`src/rtl/audio_mix_sched.sv`:
```
// Time-multiplexed stereo mixer: one shared adder, one channel per cycle, clamped/wrapped output.
// Build option: define MIX_SAT_EN to saturate the final sums; otherwise they wrap to 16 bits.
module audio_mix_sched #(
    parameter int NUM_SRC = 4,
    parameter int ACC_W   = 16 + $clog2(NUM_SRC)
) (
    input  logic                      clk,
    input  logic                      reset,
    input  logic                      sample_stb,
    input  logic [16*NUM_SRC-1:0]     src_l,
    input  logic [16*NUM_SRC-1:0]     src_r,
    input  logic [NUM_SRC-1:0]        src_en,
    input  logic [2*NUM_SRC-1:0]      src_att,
    output logic signed [15:0]        out_l,
    output logic signed [15:0]        out_r,
    output logic                      out_valid,
    output logic                      busy,
    output logic                      overrun
);

    // state | meaning
    // IDLE  | waiting for sample_stb
    // ACC   | one shared-adder step per cycle, even idx -> left, odd idx -> right
    // DONE  | convert sums to outputs; a strobe here restarts without a gap
    typedef enum logic [1:0] {S_IDLE, S_ACC, S_DONE} state_t;

    localparam int IDX_W = $clog2(2*NUM_SRC);
    localparam int SEL_W = IDX_W - 1;
    localparam logic [IDX_W-1:0] IDX_LAST = IDX_W'(2*NUM_SRC-1);
    localparam logic signed [ACC_W-1:0] SAT_HI = ACC_W'(32767);
    localparam logic signed [ACC_W-1:0] SAT_LO = ACC_W'(-32768);

    state_t state, state_nx;

    logic signed [15:0]    lat_l   [NUM_SRC];
    logic signed [15:0]    lat_r   [NUM_SRC];
    logic [1:0]            lat_att [NUM_SRC];
    logic [NUM_SRC-1:0]    lat_en;
    logic signed [ACC_W-1:0] acc_l, acc_r;
    logic [IDX_W-1:0]      idx;

    logic                  start, stb_ignored;
    logic [SEL_W-1:0]      sel;
    logic signed [15:0]    x, shifted;
    logic signed [ACC_W-1:0] term, acc_a, sum;
    logic signed [15:0]    mix_l, mix_r;

    function automatic logic signed [15:0] conv(input logic signed [ACC_W-1:0] a);
`ifdef MIX_SAT_EN
        if (a > SAT_HI)      return 16'sh7fff;
        else if (a < SAT_LO) return 16'sh8000;
        else                 return a[15:0];
`else
        return a[15:0];
`endif
    endfunction

    always_ff @(posedge clk) begin
        if (reset) state <= S_IDLE;
        else       state <= state_nx;
    end

    always_comb begin
        state_nx = state;
        case (state)
            S_IDLE: if (sample_stb) state_nx = S_ACC;
            S_ACC:  if (idx == IDX_LAST) state_nx = S_DONE;
            S_DONE: state_nx = sample_stb ? S_ACC : S_IDLE;
            default: state_nx = S_IDLE;
        endcase
    end

    always_comb begin
        busy        = (state != S_IDLE);
        start       = sample_stb && (state == S_IDLE || state == S_DONE);
        stb_ignored = sample_stb && (state == S_ACC);
    end

    // Single shared adder: operand and destination chosen by idx parity
    always_comb begin
        sel     = idx[IDX_W-1:1];
        x       = idx[0] ? lat_r[sel] : lat_l[sel];
        shifted = x >>> lat_att[sel];
        term    = lat_en[sel] ? {{(ACC_W-16){shifted[15]}}, shifted} : '0;
        acc_a   = idx[0] ? acc_r : acc_l;
        sum     = acc_a + term;
        mix_l   = conv(acc_l);
        mix_r   = conv(acc_r);
    end

    always_ff @(posedge clk) begin
        if (reset) begin
            for (int i = 0; i < NUM_SRC; i++) begin
                lat_l[i]   <= '0;
                lat_r[i]   <= '0;
                lat_att[i] <= '0;
            end
            lat_en    <= '0;
            acc_l     <= '0;
            acc_r     <= '0;
            idx       <= '0;
            out_l     <= '0;
            out_r     <= '0;
            out_valid <= 1'b0;
            overrun   <= 1'b0;
        end else begin
            out_valid <= (state == S_DONE);
            if (state == S_DONE) begin
                out_l <= mix_l;
                out_r <= mix_r;
            end
            if (stb_ignored) overrun <= 1'b1;
            if (start) begin
                for (int i = 0; i < NUM_SRC; i++) begin
                    lat_l[i]   <= src_l[16*i +: 16];
                    lat_r[i]   <= src_r[16*i +: 16];
                    lat_att[i] <= src_att[2*i +: 2];
                end
                lat_en <= src_en;
                acc_l  <= '0;
                acc_r  <= '0;
                idx    <= '0;
            end else if (state == S_ACC) begin
                if (idx[0]) acc_r <= sum;
                else        acc_l <= sum;
                idx <= idx + 1'b1;
            end
        end
    end

endmodule

```
`config.mk`:
```
export PLATFORM = sky130hd
export DESIGN_NAME = audio_mix_sched
export DESIGN_NICKNAME = d
export VERILOG_FILES = /design/src/rtl/audio_mix_sched.sv
export SDC_FILE = /design/constraint.sdc
export NUM_CORES = 1
export LEC_CHECK = 0
export CAP_MARGIN = 0
export CORE_MARGIN = 4
export CORE_UTILIZATION = 54
export CTS_BUF_LIST = sky130_fd_sc_hd__clkbuf_8
export CTS_CLUSTER_SIZE = 28
export DETAILED_ROUTE_END_ITERATION = 16
export PLACE_DENSITY = 0.81
export SLEW_MARGIN = 20
export SYNTH_ARGS = -nofsm -noshare
export SYNTH_HDL_FRONTEND = slang
export SYNTH_SLANG_ARGS = --single-unit
```
`constraint.sdc`:
```
create_clock -name clk -period 18.9 [get_ports clk]
set_clock_uncertainty 0.05 [all_clocks]
set_input_delay 3.78 -clock clk [delete_from_list [all_inputs] [get_ports clk]]
set_output_delay 3.78 -clock clk [all_outputs]
set_load 0.05 [all_outputs]
```
[After elaboration in Yosys (flattened, before gate mapping)]
Memories as Yosys holds them, arrays and structs flattened. A register that Yosys moved wholly into a read port is not among the register bits.
Index checks and enable logic that the tools add are counted.
Word-level totals
  register bits after elaboration: 79
  memory bits (writable): 136
  input bits: 143
  word-level logic and storage cells: 75
  memories kept: 3
Operators by class
  add/subtract/negate cells: 2
  magnitude comparators: 1
  eq/ne operators: 5
  shift-type cells: 1
  mux-type cells: 32
  bitwise logic cells: 13
  reductions and logical operators: 9
Memory list
  lat_l: depth 4, bits a word 16, rd ports 1, clocked after memory_dff 1, write ports 4, line 35  | logic signed [15:0] lat_l [NUM_SRC];
  lat_r: depth 4, bits a word 16, rd ports 1, clocked after memory_dff 1, write ports 4, line 36  | logic signed [15:0] lat_r [NUM_SRC];
  lat_att: depth 4, bits a word 2, rd ports 1, clocked after memory_dff 1, write ports 4, line 37  | logic [1:0] lat_att [NUM_SRC];
Operator list (count)
  16-bit two-way mux: 9
  18-bit two-way mux: 2
  2-bit two-way mux: 12
  18-bit adder: 1
  16-bit by 2-bit >>> shifter with 16-bit output: 1
  1-bit bitwise OR: 12
  1-bit two-way mux: 7
  2-bit one-hot mux with 3 select lines: 1
  2-bit AND reduction: 3
  2-bit != test (second input constant): 2
  3-bit by 1-bit adder with 3-bit output (second input constant): 1
  3-bit == test (second input constant): 1
  2-bit by 3-bit < comparator with 1-bit output (second input constant): 1
  1-bit binary-select mux with 2-bit select: 1
  2-bit by 1-bit == test with 1-bit output (second input constant): 1
  2-bit == test (second input constant): 1
  1-bit logical AND: 2
  2-bit logical NOT: 1
  2-bit nonzero test: 1
  2-bit OR reduction: 1
  1-bit logical OR: 1
  1-bit NOT: 1

[Depth between registers and ports, before layout]
  depth in word-level cells: 7
  depth in mapped cells: 17

[Worst setup path before layout]
Ideal clock, no wire load.
  kind: input to register
  start: input sample_stb
  end: memory lat_att[0][0], enable pin
  arrival: 7.989 ns
  data required time: 18.297 ns
  slack: 10.307 ns
  stages: 4
  path through: nand2b_1 nor2b_1 clkinv_1 buf_1
RTL lines
  start, declared: line 9  | input logic sample_stb,
  end, declared: line 37

==> run metrics <==
slew margin rel. 0.330; ANT nets after route 0; Wirelength per Cell 17.2 um; Initial Utilization 0.555; area grow syn2layout 25.1%; Min Hold Slack 0.402 ns; initial antenna violation count 1; Fin Setup TNS 0 ns; synthesized instance count 839; count of pins over their slew limit 0; RSZ-0062 raised after global routing no; Routed WL 21.7 mm; CTS tree done; Top Ports 178; Top cell by count, worst path buf_4; clk_lat worst skew 0.51 ns; die area 21,000 um^2; syn avg cell area 12.1 um^2; CP cell instances clkdlybuf4s50_1 > buf_4 > nor2b_1 > inv_6 > buf_4; YS warnings 0; port bufs 177; min cycle time layout 6.29 ns; Crit. Startpoint reset; vias 6,880; row count 49; CP Max Fanout 107; core box area 18,200 um^2; Worst-Margin Slew 1.00 ns; Max-cap violations 0; GRT Resource Usage Total 0.207; Die Wd 145 um; # setup viols final 0; Hold Path Class flip-flop to flip-flop; H-tree level count 2; Post-synth EDFFs 136; xor-xnor portion of the synthesized cell area 0.00433; vias in the first global route 6,752; largest net degree at the start of global routing 141; Lkg Pwr 4.74 nW; drt pass-1 iters 5; Clock transition at path regs 0.06 ns; crit end category flip-flop; CTS max path bufs 3; Remaining DRCs 0; final cell count without fillers 1,260; synthesis-stage register bit count 213; CTS buffer count 36; gpl congestion 0.899; Async S/R FF share, synth 0; Reg2Reg Depth 12; Congestion Overflow GR 0; Hold Crit Depth 2; cts repair resizes 0; HP Start out_r[12]$_SDFFE_PP0P_; layout cells sized above 1 0.129; Synth cell types 54; Max rail drop VDD 0.0464 mV; initial detailed-routing violation count 528; Synth Area in Compound Gates 0.0729; CP max stage delay 0.68 ns; Critical Path Source Type input port; clk sinks 213; syn nets 1,000; Setup WS post-layout 12.61 ns; Post-Place Worst Slack 12.12 ns; placed cell areas 12,000 um^2; most common cell after layout, fill and taps aside clkdlybuf4s50_1; Fin. Hold Viols 0; first-pass GRT wire length 34.2 mm; Post-Syn Area 10,100 um^2; Setup Fix Bufs, Post-CTS 0; largest family of logic cells by synthesized area simple AND/OR/NAND/NOR gates; total power divided by cell area 80.5 nW/um^2; Synth Flop Type edfxtp_1; Final nets 1,169; Max Clk Rate 0.159 GHz; final instance area 12,700 um^2; DP HPWL 15.4 mm; Vias/cell 5.46; Critical Setup Path Class input port to flip-flop; fin crit share 0.333; CP max-delay cell buf_4; mux cell area share after synthesis 0.141; Synth Area in Adders 0.0230; hold buffers post-CTS 0; Post-Synth Simple-Gate Area 0.173; CP Data Required Time 18.98 ns; most frequent cells in the layout clkdlybuf4s50_1, and2_1, edfxtp_1; Placed Instances 1,199; worst endpoint data arrival time 6.37 ns; register area share after synthesis 0.556; root buffer cell clkbuf_8; status finished clean; Die Span Y 145 um
## final timing paths
check / slack, ns / endpoint
setup reg to reg: 14.35 / acc_r[15]$_SDFFE_PP0P_
hold reg to reg: 0.40 / out_r[12]$_SDFFE_PP0P_
setup / recovery: 12.61 / lat_r[2][13]$_SDFFCE_PN0P_
hold / removal: 0.40 / out_r[12]$_SDFFE_PP0P_
## synthesized netlist by cell type (all sizes together) (2+ instances only)
| cell | number | area [um^2] |
|---|---|---|
| or3 | 5 | 32.5 |
| or2 | 3 | 18.8 |
| mux4 | 45 | 1020 |
| o21bai | 2 | 15.0 |
| o21ai | 14 | 70.1 |
| nor3b | 3 | 22.5 |
| nand4 | 3 | 18.8 |
| edfxtp | 136 | 4080 |
| a211oi | 7 | 52.6 |
| nor2 | 43 | 161 |
| nor2b | 4 | 25.0 |
| nor3 | 5 | 25.0 |
| xnor2 | 2 | 17.5 |
| nand3 | 12 | 60.1 |
| mux2i | 21 | 210 |
| o21a | 4 | 30.0 |
| a21o | 7 | 55.1 |
| clkbuf | 37 | 139 |
| dfxtp | 77 | 1540 |
| and3 | 2 | 12.5 |
| nand4b | 4 | 35.0 |
| and2 | 139 | 870 |
| mux2 | 18 | 203 |
| buf | 16 | 121 |
| xor2 | 3 | 26.3 |
| inv | 4 | 15.0 |
| ha | 17 | 213 |
| nand2b | 5 | 31.3 |
| nand2 | 111 | 419 |
| o211ai | 3 | 22.5 |
| a211o | 5 | 43.8 |
| a21oi | 65 | 325 |
| a22o | 6 | 52.6 |
## per-stage QoR
stage | total power, mW | util
after CTS | 1.03 | 0.694
after floorplan | 0.599 | -
final | 1.02 | 0.695
after global placement | 0.640 | 0.658
after detailed placement | 0.644 | 0.658
after global routing | 1.06 | 0.695
## logic make-up (layout without fill, tap and decap cells)
kind of cell / count (synthesis) / count (layout)
adder cells (fa/ha/maj): 18 / 18
AND/OR/NAND/NOR: 341 / 341
buffers and inverters: 59 / 250
other: 0 / 1
AO/OA/AOI/OAI: 119 / 119
multiplexers: 84 / 84
flip-flops: 213 / 213
XOR/XNOR: 5 / 5
## registers in the layout, indices dropped and copies added, names as in the netlist, named ones only
signal and flops:
lat_l 64, lat_r 64, acc_l 16, acc_r 16, out_l 16, out_r 16, lat_att 8, lat_en 4
idx 3, state 2, out_valid 1, overrun 1
## power by group
part	switching, mW	internal (mW)	total [mW]	leakage (nW)
clock	0.177	0.208	0.385	0.365
combinational	0.0475	0.0558	0.103	2.28
sequential	0.00707	0.523	0.530	2.10
total	0.232	0.787	1.02	4.74
## routing by layer
layer	wire length [um]	vias up	track usage
met5	0	-	0
met4	342	0	0.0604
met3	1270	28	0.0450
met2	10600	220	0.331
met1	9440	3270	0.289
li1	-	3362	-
## final cells by class
type | count | area [um^2]
Sequential cell | 213 | 5630
Fill cell | 1330 | 5550
Multi-Input combinational cell | 567 | 4210
Timing Repair Buffer | 185 | 1830
Clock buffer | 40 | 551
Tap cell | 229 | 287
Clock inverter | 20 | 118
Inverter | 5 | 23.8
Antenna cell | 1 | 2.50
## worst max-delay path, delay by kind of cell
| kind | cells | cell delay (ns) |
|---|---|---|
| buffers and inverters | 4 | 2.15 |
| AND/OR/NAND/NOR | 1 | 0.30 |
No activity file was read; power rests on OpenSTA's default activity.
